File: config.mk
export PLATFORM = sky130hd
export DESIGN_NAME = div_unit
export DESIGN_NICKNAME = d
export VERILOG_FILES = /design/src/rtl/div_unit.sv
export SDC_FILE = /design/constraint.sdc
export NUM_CORES = 1
export LEC_CHECK = 0
export BUFFER_PORTS_ARGS = -buffer_cell sky130_fd_sc_hd__buf_2
export CORE_UTILIZATION = 59
export CTS_CLUSTER_DIAMETER = 50
export DETAILED_ROUTE_END_ITERATION = 8
export PLACE_DENSITY = 0.81
export SLEW_MARGIN = 20
export SYNTH_ARGS = -nofsm -noshare
export SYNTH_HDL_FRONTEND = slang
export SYNTH_SLANG_ARGS = --single-unit
File: constraint.sdc
create_clock -name clk -period 4.5 [get_ports clk]
set_input_delay 1.125 -clock clk [delete_from_list [all_inputs] [get_ports clk]]
set_output_delay 1.125 -clock clk [all_outputs]
set_load 0.01 [all_outputs]
File: src/rtl/div_unit.sv
// div_unit: 32-bit signed sequential divider (restoring, one bit per cycle).
// Produces MIPS DIV results: lo = quotient truncated toward zero,
// hi = remainder carrying the sign of the dividend. Division by zero is
// flagged on divZero and leaves hi/lo untouched.
module div_unit (
    input  logic        clk,
    input  logic        reset,
    input  logic        divControl,
    input  logic [31:0] a,
    input  logic [31:0] b,
    output logic [31:0] hi,
    output logic [31:0] lo,
    output logic        busy,
    output logic        divDone,
    output logic        divZero
);

    typedef enum logic [1:0] {
        IDLE,
        CALC,
        FIX
    } stateT;

    stateT       state;

    // Working registers for the restoring loop
    logic [31:0] remReg;       // partial remainder magnitude
    logic [31:0] quoReg;       // dividend bits shifting out / quotient bits shifting in
    logic [32:0] divisorMag;   // |b|, 33 bits so that |0x80000000| is exact
    logic        quoSign;      // sign of the final quotient
    logic        remSign;      // sign of the final remainder (sign of dividend)
    logic [5:0]  iterCount;    // completed restoring steps

    // Operand magnitudes and one restoring step
    logic [32:0] absA;
    logic [32:0] absB;
    logic [32:0] shifted;
    logic [33:0] diff;
    logic [31:0] nextRem;
    logic [31:0] nextQuo;

    // Bits that are provably zero by construction and therefore never read
    logic [1:0]  unusedBits;

    // Sign-extend to 33 bits before negating so the most negative input
    // yields +2^31 rather than wrapping back to itself.
    always_comb begin
        absA = a[31] ? (33'd0 - {a[31], a}) : {a[31], a};
        absB = b[31] ? (33'd0 - {b[31], b}) : {b[31], b};
    end

    // One restoring step: shift {rem,quo} left, trial-subtract the divisor,
    // keep the difference when it did not borrow, otherwise restore.
    always_comb begin
        shifted = {remReg, quoReg[31]};
        diff    = {1'b0, shifted} - {1'b0, divisorMag};
        nextRem = remReg;
        nextQuo = {quoReg[30:0], 1'b0};
        if (diff[33]) begin
            nextRem = shifted[31:0];
            nextQuo = {quoReg[30:0], 1'b0};
        end else begin
            nextRem = diff[31:0];
            nextQuo = {quoReg[30:0], 1'b1};
        end
    end

    // absA[32] is zero for every 32-bit input; diff[32] is zero whenever the
    // step succeeds because the remainder stays below the divisor.
    assign unusedBits = {absA[32], diff[32]};

    // Control FSM with registered outputs and datapath registers
    always_ff @(posedge clk) begin
        if (reset) begin
            state      <= IDLE;
            remReg     <= '0;
            quoReg     <= '0;
            divisorMag <= '0;
            quoSign    <= 1'b0;
            remSign    <= 1'b0;
            iterCount  <= '0;
            hi         <= '0;
            lo         <= '0;
            busy       <= 1'b0;
            divDone    <= 1'b0;
            divZero    <= 1'b0;
        end else begin
            divDone <= 1'b0;
            divZero <= 1'b0;
            case (state)
                IDLE: begin
                    busy <= 1'b0;
                    if (divControl) begin
                        if (b == '0) begin
                            divZero <= 1'b1;
                        end else begin
                            remReg     <= '0;
                            quoReg     <= absA[31:0];
                            divisorMag <= absB;
                            quoSign    <= a[31] ^ b[31];
                            remSign    <= a[31];
                            iterCount  <= '0;
                            busy       <= 1'b1;
                            state      <= CALC;
                        end
                    end
                end

                CALC: begin
                    busy      <= 1'b1;
                    remReg    <= nextRem;
                    quoReg    <= nextQuo;
                    iterCount <= iterCount + 6'd1;
                    if (iterCount == 6'd31) begin
                        state <= FIX;
                    end
                end

                FIX: begin
                    lo      <= quoSign ? (32'd0 - quoReg) : quoReg;
                    hi      <= remSign ? (32'd0 - remReg) : remReg;
                    divDone <= 1'b1;
                    busy    <= 1'b0;
                    state   <= IDLE;
                end

                default: begin
                    busy  <= 1'b0;
                    state <= IDLE;
                end
            endcase
        end
    end

endmodule

==> flow_metrics.env, run 1 <==
export IMPL_cts_hold_buf=0
export IMPL_die_area_um2=18200
export IMPL_h_tree_depth=4
export IMPL_wl_mm=26.3
export IMPL_place_area_um2=11200
export IMPL_drtIter0Drc=830
export IMPL_ios=134
export IMPL_wl_per_cell_um=16.3
export IMPL_antennaDiodeCount=0
export IMPL_endpoint="divisorMag[29]"
export IMPL_cp_data_required_time_ns=4.81
export IMPL_synth_avg_cell_area_um2=8.06
export IMPL_tns_ns=0
export IMPL_status="complete, no violations"
export IMPL_fill_cells=1417
export IMPL_fin_skew_ns=0.0113
export IMPL_grt_usage=0.289
export IMPL_cts_resized=0
export IMPL_finalNetCount=1484
export IMPL_grt_remaining_overflow=0
export IMPL_cts_clk_slew_worst_paths_ns=0.07
export IMPL_finalHoldViolCount=0
export IMPL_detail_route_antenna_nets=0
export IMPL_ys_types=61
export IMPL_hold_path_class="flip-flop to flip-flop"
export IMPL_period_needed_ns=3.93
export IMPL_synth_largest_area_cell="dfxtp_1"
export IMPL_layout_drive_gt1_share=0.145
export IMPL_rsz0062_at_grt="false"
export IMPL_grt_max_degree=123
export IMPL_numCtsBuffers=17
export IMPL_start_util=0.604
export IMPL_synth_top_area_frac=0.335
export IMPL_max_cap_viol_count=0
export IMPL_reg2reg_slack_ns=0.94
export IMPL_power_density_nw_per_um2=342
export IMPL_cts_root_buf="clkbuf_16"
export IMPL_insertion_delay_ns=0.44
export IMPL_maxSlewHeadroom=0.387
export IMPL_drc=0
export IMPL_r2r_end="remReg[30]"
export IMPL_worstMarginPinSlew_ns=0.918
export IMPL_yosys_most_used_dff="dfxtp_1"
export IMPL_cp_start_kind="input port"
export IMPL_crit_path_start="b[2]"
export IMPL_async_reset_ff_frac=0
export IMPL_fmax_mhz=255
export IMPL_area_growth_synth_to_final_pct=13.9
export IMPL_fin_area_um2=11900
export IMPL_synth_nets=1397
export IMPL_slew_viol_final=0
export IMPL_die_y_um=135
export IMPL_synth_area_leaders="dfxtp_1, xor2_1, a211oi_1, nand2_1, o21ai_0"
export IMPL_syn_area_um2=10400
export IMPL_setup_violations=0
export IMPL_place_hpwl_mm=19.4
export IMPL_grt_pass1_vias=8422
export IMPL_cts_tree="yes"
export IMPL_min_period_over_period=0.872
export IMPL_yosys_warnings=0
export IMPL_clockBufferDepth=2
export IMPL_p_leak_uw=0.00484
export IMPL_cts_setup_buffers=0
export IMPL_port_buffers=133
export IMPL_cp_data_arrival_time_ns=4.23
export IMPL_path_max_fanout=5
export IMPL_crit_type="input port to flip-flop"
export IMPL_clkSinkCount=174
export IMPL_irDropWorstVdd_mv=0.256
export IMPL_die_w_um=135
export IMPL_grt_pass1_wl_mm=42.0
export IMPL_synth_edff_count=0
export IMPL_vias=9773
export IMPL_ys_ff_latch=174
export IMPL_drtPass1Iterations=6
export IMPL_yosysSeqAreaShare=0.335
export IMPL_coreArea_um2=17200
export IMPL_antenna_found_initial=0
export IMPL_yosys_cell_count_top_type="dfxtp_1"
export IMPL_r2r_start="quoReg[31]"
export IMPL_worst_hold_startpoint="hi[17]"
export IMPL_r2r_cells=13
export IMPL_viasPerCell=6.05
export IMPL_synthTopCellsByCount="dfxtp_1, nand2_1, nor2_1"
export IMPL_rows=48
export IMPL_syn_inst=1291
export IMPL_cp_end_kind="flip-flop"
export IMPL_gp_congestion=0.928
==> metrics by stage <==
step | setup WS, ns | hold WS, ns | utilization | power (µW) | std cells
after global routing | 0.476 | 0.482 | 0.688 | 4220 | 1615
after detailed placement | 0.134 | 0.446 | 0.650 | 2460 | 1584
after global placement | 0.182 | 0.440 | 0.650 | 2450 | 1584
after CTS | 0.582 | 0.454 | 0.687 | 4050 | 1615
after floorplan | 0.431 | 0.420 | - | 2250 | 1291
final | 0.574 | 0.454 | 0.688 | 4050 | 1615
==> state kept, by name, summed over array words and instances (netlist names), 2 cells and up <==
name	count
divisorMag	33
hi	32
lo	32
quoReg	32
remReg	32
iterCount	6
state	2
==> placed cells by master (no fill, tap or decap), types with 12 or more instances in the layout <==
cell type	count
mux2i_1	16
nand2_1	137
o41ai_1	17
o22ai_1	17
a211oi_1	72
o21ai_0	96
xor2_1	106
a22oi_1	20
buf_2	133
clkbuf_16	17
o31ai_1	35
ha_1	38
nand3_1	13
nor2_1	117
nor3_1	12
a21oi_1	57
dfxtp_1	174
or3_1	18
a21o_1	17
inv_1	52
xnor2_1	44
or4_1	14
buf_4	12
==> how the worst min path moves through the flow <==
| stage | to | cells after the start | slack, ns |
|---|---|---|---|
| 6_report | hi[17] | 2 | 0.45 |
| 5_1_grt | lo[26] | 2 | 0.48 |
| 4_1_cts | hi[17] | 2 | 0.45 |
| 3_5_place_dp | hi[17] | 2 | 0.45 |
| 3_3_place_gp | hi[17] | 2 | 0.44 |
| 2_1_floorplan | divisorMag[32] | 2 | 0.42 |
==> area by class of cell <==
class	count	area, µm²	share of cell area
Inverter	52	195	0.0165
Sequential cell	174	3480	0.294
Tap cell	225	282	0.0238
Multi-Input combinational cell	986	6460	0.545
Clock inverter	13	203	0.0171
Clock buffer	18	439	0.0371
Timing Repair Buffer	147	787	0.0664
==> worst max-delay path, cell delays in order <==
cell     delay, ns
buf_2         0.13
or4_4         0.56
or4_4         0.45
or3_4         0.40
or3_1         0.35
or3_1         0.34
or3_4         0.37
o31ai_2       0.24
xor2_1        0.17
o22ai_1       0.09
==> layer usage <==
layer,up-vias,share of wire,wire length (µm),GRT usage
met3,28,0.078,2050,0.0522
met1,4532,0.48,12700,0.432
met2,363,0.42,11100,0.422
li1,4850,-,-,-
met5,-,0,0,0
met4,0,0.014,357,0.0768
==> report_power, final <==
group | leakage [µW] | switching [µW] | internal, µW
combinational | 0.00312 | 470 | 318
sequential | 0.00141 | 73.3 | 1590
clock | 0.000311 | 643 | 955
total | 0.00484 | 1190 | 2870
==> cell families (layout without fill, tap and decap cells) <==
family,Yosys count,count (layout),synth area share
AO/OA/AOI/OAI,397,397,0.257
XOR/XNOR,150,150,0.126
adder cells (fa/ha/maj),39,39,0.0476
buffers and inverters,131,230,0.0472
flip-flops,174,174,0.335
multiplexers,18,18,0.0175
AND/OR/NAND/NOR,382,382,0.170
Note: power is estimated with default switching activity, not from simulation.
==> inputs of run 2 (changes only) <==
PLACE_DENSITY = 0.79   (was 0.81)
==> run 2 against run 1 <==
Against the previous run:
- die area unchanged
- combinational power down 1%
- fmax up 0.11%
- count of clock-buffer cells in the layout unchanged
- sequential share of layout area up 0.15 points
- global-route usage down 0.44 points
- hold slack better by 0.0053 ns
- via count down 2.5%
- cell area down 0.50%
- clock skew down 0.0017 ns
- worst setup slack better by 0.0042 ns
- highest routed layer unchanged
==> flow_metrics.env, run 2 (synthesized netlist as in run 1, its figures left out) <==
export IMPL_status="complete, no violations"
export IMPL_wl_mm=25.6
export IMPL_antenna_found_initial=0
export IMPL_cp_end_kind="flip-flop"
export IMPL_period_needed_ns=3.92
export IMPL_grt_pass1_vias=8330
export IMPL_coreArea_um2=17200
export IMPL_cts_tree="yes"
export IMPL_use_met1=0.427
export IMPL_grt_remaining_overflow=0
export IMPL_ios=134
export IMPL_finalNetCount=1485
export IMPL_met2_usage=0.412
export IMPL_cts_hold_buf=0
export IMPL_grt_pass1_wl_mm=41.3
export IMPL_insertion_delay_ns=0.43
export IMPL_final_cell_mix="dfxtp_1, nand2_1, buf_2, nor2_1, xor2_1"
export IMPL_detail_route_antenna_nets=0
export IMPL_irDropWorstVdd_mv=0.274
export IMPL_wl_per_cell_um=15.8
export IMPL_cts_resized=0
export IMPL_clkSinkCount=174
export IMPL_grt_max_degree=74
export IMPL_port_buffers=133
export IMPL_drc=0
export IMPL_worst_hold_startpoint="hi[17]"
export IMPL_power_total_uw=3870
export IMPL_min_period_over_period=0.871
export IMPL_post_route_util=0.684
export IMPL_path_max_fanout=5
export IMPL_worstMarginPinSlew_ns=1.06
export IMPL_clockBufferDepth=2
export IMPL_grt_usage=0.284
export IMPL_antennaDiodeCount=0
export IMPL_tns_ns=0
export IMPL_holdPathEnd="hi[17]"
export IMPL_r2r_start="quoReg[31]"
export IMPL_fmax_mhz=255
export IMPL_mostFrequentLayoutCell="dfxtp_1"
export IMPL_vias=9533
export IMPL_maxSlewHeadroom=0.293
export IMPL_reg2reg_slack_ns=0.97
export IMPL_place_hpwl_mm=19.2
export IMPL_grt_met3_usage=0.0503
export IMPL_top_register="divisorMag"
export IMPL_start_util=0.604
export IMPL_setup_violations=0
export IMPL_fin_skew_ns=0.00956
export IMPL_hold_depth=2
export IMPL_crit_type="input port to flip-flop"
export IMPL_largest_reg_flops=33
export IMPL_gp_congestion=0.962
export IMPL_cts_clk_slew_worst_paths_ns=0.07
export IMPL_cp_start_kind="input port"
export IMPL_cp_data_arrival_time_ns=4.23
export IMPL_rsz0062_at_grt="false"
export IMPL_slew_viol_final=0
export IMPL_numCtsBuffers=17
export IMPL_r2r_cells=13
export IMPL_r2r_end="remReg[24]"
export IMPL_rows=48
export IMPL_layout_drive_gt1_share=0.144
export IMPL_power_density_nw_per_um2=328
export IMPL_die_w_um=135
export IMPL_viasPerCell=5.90
export IMPL_die_area_um2=18200
export IMPL_finalHoldViolCount=0
export IMPL_hold_path_class="flip-flop to flip-flop"
export IMPL_h_tree_depth=4
export IMPL_busiest_layer="met1"
export IMPL_p_leak_uw=0.00482
export IMPL_area_growth_synth_to_final_pct=13.3
export IMPL_die_y_um=135
export IMPL_cts_setup_buffers=0
export IMPL_cp_data_required_time_ns=4.81
export IMPL_cts_root_buf="clkbuf_16"
export IMPL_drtIter0Drc=752
export IMPL_max_cap_viol_count=0
export IMPL_drtPass1Iterations=9
-- run 2: worst max path at each step --
stage	start	end	cells after the start
after floorplan	b[2]	divisorMag[25]	9
after global placement	b[2]	divisorMag[27]	10
after detailed placement	b[2]	divisorMag[29]	10
after CTS	b[2]	divisorMag[29]	10
after global routing	b[2]	divisorMag[29]	10
final	b[2]	divisorMag[29]	10
-- run 2: layer usage --
layer | vias up | part of all wire
li1 | 4846 | -
met5 | - | 0
met4 | 0 | 0.011
met1 | 4343 | 0.49
met3 | 24 | 0.078
met2 | 320 | 0.42
-- run 2: through the flow --
| step | worst slack (ns) | instance area (µm²) | hold slack, ns | instances |
|---|---|---|---|---|
| after floorplan | 0.431 | 10400 | 0.420 | 1291 |
| after global placement | 0.184 | 11200 | 0.444 | 1585 |
| after detailed placement | 0.135 | 11200 | 0.450 | 1585 |
| after CTS | 0.593 | 11800 | 0.460 | 1617 |
| after global routing | 0.503 | 11800 | 0.473 | 1617 |
| final | 0.579 | 11800 | 0.459 | 1617 |
-- run 2: final cells by class --
class                           instances  area [µm²]
Sequential cell                       174        3480
Timing Repair Buffer                  148         816
Fill cell                            1478        5440
Clock buffer                           18         429
Clock inverter                         14         131
Inverter                               52         195
Multi-Input combinational cell        986        6460
Tap cell                              225         282
-- run 2: critical path: stages --
cell     delay [ns]
buf_2          0.13
or4_4          0.55
or4_4          0.45
or3_4          0.40
or3_1          0.36
or3_1          0.34
or3_4          0.37
o31ai_2        0.22
xor2_1         0.18
o22ai_1        0.09
-- run 2: power breakdown --
part	switching [µW]	internal, µW
sequential	72.7	1590
combinational	457	320
clock	655	773
total	1180	2680
==> inputs of run 3 (changes only) <==
BUFFER_PORTS_ARGS = not set   (was -buffer_cell sky130_fd_sc_hd__buf_2)
CORE_UTILIZATION = 60   (was 59)
DONT_BUFFER_PORTS = 1   (was not set)
PLACE_DENSITY = 0.73   (was 0.79)
==> run 3 against run 2 <==
Against the previous run:
- cell count is 8.8% lower
- worst setup slack improved by 0.18 ns
- largest power group unchanged
- combinational power shrank 9.0%
- critical path type unchanged
- highest routed layer unchanged
- die area shrank 1.6%
- wire length up 0.32%
==> flow_metrics.env, run 3 (synthesized netlist as in run 1, its figures left out) <==
export IMPL_status="complete, no violations"
export IMPL_worst_hold_startpoint="divisorMag[32]"
export IMPL_antenna_found_initial=0
export IMPL_r2r_start="quoReg[31]"
export IMPL_maxSlewHeadroom=0.233
export IMPL_grt_pass1_wl_mm=41.6
export IMPL_hold_depth=2
export IMPL_power_density_nw_per_um2=348
export IMPL_drtPass1Iterations=5
export IMPL_worstMarginPinSlew_ns=1.15
export IMPL_p_leak_uw=0.00417
export IMPL_fin_skew_ns=0.00773
export IMPL_die_w_um=134
export IMPL_port_buffers=0
export IMPL_period_needed_ns=3.75
export IMPL_clockBufferDepth=2
export IMPL_busiest_layer="met1"
export IMPL_cts_hold_buf=0
export IMPL_cts_clk_slew_worst_paths_ns=0.06
export IMPL_power_switching_uw=1140
export IMPL_instances_no_fill=1474
export IMPL_coreArea_um2=16800
export IMPL_cts_resized=0
export IMPL_cts_root_buf="clkbuf_16"
export IMPL_hold_path_class="flip-flop to flip-flop"
export IMPL_drc=0
export IMPL_antennaDiodeCount=0
export IMPL_met2_usage=0.389
export IMPL_start_util=0.621
export IMPL_path_cells="or4_4, or4_4, or3_4, or3_1, or3_1, or3_4, o31ai_2, xor2_1, a211oi_1"
export IMPL_fin_hold_ws_ns=0.472
export IMPL_place_hpwl_mm=19.1
export IMPL_finalNetCount=1347
export IMPL_crit_buf_inv=0
export IMPL_cts_tree="yes"
export IMPL_cp_data_required_time_ns=4.85
export IMPL_grt_pass1_vias=8022
export IMPL_rows=47
export IMPL_switching_share=0.296
export IMPL_post_route_util=0.662
export IMPL_preCtsSetupSlack_ns=0.310
export IMPL_path_max_fanout=5
export IMPL_cp_data_arrival_time_ns=4.09
export IMPL_seq_power_share=0.431
export IMPL_use_met1=0.463
export IMPL_gp_congestion=0.941
export IMPL_area_growth_synth_to_final_pct=6.59
export IMPL_wl_per_cell_um=17.4
export IMPL_rsz0062_at_grt="false"
export IMPL_crit_type="input port to flip-flop"
export IMPL_h_tree_depth=4
export IMPL_combPwrFrac=0.183
export IMPL_max_stage_delay_ns=0.54
export IMPL_clock_power_share=0.386
export IMPL_p_int_uw=2720
export IMPL_numCtsBuffers=17
export IMPL_detail_route_antenna_nets=0
export IMPL_cp_start_kind="input port"
export IMPL_cts_setup_buffers=0
export IMPL_r2r_end="remReg[30]"
export IMPL_fill_cells=1497
export IMPL_grt_met3_usage=0.0578
export IMPL_grt_max_degree=98
export IMPL_cp_end_kind="flip-flop"
export IMPL_largest_reg_flops=33
export IMPL_slew_viol_final=0
export IMPL_irDropWorstVdd_mv=0.302
export IMPL_mostFrequentLayoutCell="dfxtp_1"
export IMPL_min_period_over_period=0.832
export IMPL_fin_ws_ns=0.754
export IMPL_ios=134
export IMPL_r2r_cells=13
export IMPL_reg2reg_slack_ns=0.90
export IMPL_fmax_mhz=267
export IMPL_insertion_delay_ns=0.43
export IMPL_drtIter0Drc=785
export IMPL_die_y_um=134
export IMPL_clkSinkCount=174
export IMPL_crit_path_start="b[2]"
export IMPL_grt_remaining_overflow=0
export IMPL_holdPathEnd="divisorMag[32]"
export IMPL_setup_violations=0
export IMPL_crit_path_top_delay_cell="or4_4"
export IMPL_finalHoldViolCount=0
export IMPL_die_area_um2=17900
export IMPL_max_cap_viol_count=0
export IMPL_placed_cells=1442
export IMPL_layout_drive_gt1_share=0.0502
export IMPL_top_register="divisorMag"
export IMPL_grt_usage=0.291
export IMPL_final_cell_mix="dfxtp_1, nand2_1, nor2_1, xor2_1, o21ai_0"
export IMPL_wl_mm=25.7
export IMPL_critPathTopFamily="simple AND/OR/NAND/NOR gates"
export IMPL_tns_ns=0
export IMPL_vias=9101
export IMPL_viasPerCell=6.17
==> run 3: changes by cell type in the layout (fill, tap and decap cells not counted) <==
cell | previous run | this run
buf_12 | 3 | 2
buf_2 | 133 | 0
buf_4 | 12 | 8
bufinv_16 | 1 | 2
clkinvlp_4 | 2 | 0
inv_6 | 4 | 5
==> run 3: tightest hold or removal path, cell delays in order, from the launching register on <==
cell	delay [ns]
dfxtp_1	0.30
inv_1	0.08
nor2_1	0.05
==> run 3: cell type report <==
class | count | area (µm²) | share of cell area
timing repair buffer | 10 | 100 | 0.00902
clock buffer | 18 | 429 | 0.0387
multi-input combinational | 986 | 6460 | 0.582
tap | 220 | 275 | 0.0248
inverter | 52 | 195 | 0.0176
sequential | 174 | 3480 | 0.314
clock inverter | 14 | 155 | 0.0140
==> run 3: worst max-delay path by stage <==
stage                     end  slack, ns  depth (start not counted)
2_1_floorplan  divisorMag[25]       0.43                          9
3_3_place_gp   divisorMag[25]       0.34                          9
3_5_place_dp   divisorMag[29]       0.31                          9
4_1_cts        divisorMag[25]       0.76                          9
5_1_grt        divisorMag[25]       0.62                          9
6_report       divisorMag[25]       0.75                          9
==> run 3: power groups by stage <==
stage	sequential, µW	combinational, µW	clock [µW]
global route	1670	792	1580
detailed placement	1700	697	0
global placement	1690	688	0
CTS	1660	701	1510
floorplan	1660	587	0
finish	1660	707	1490
==> run 3: per-stage QoR <==
stage,instance area [µm²],power [µW]
floorplan,10400,2250
global placement,10500,2380
detailed placement,10500,2390
CTS,11100,3870
global route,11100,4040
finish,11100,3860
==> run 3: per-layer routing <==
metal | part of all wire | vias up
met1 | 0.50 | 4156
met3 | 0.095 | 26
met4 | 0.013 | 0
li1 | - | 4577
met5 | 0 | -
met2 | 0.39 | 342
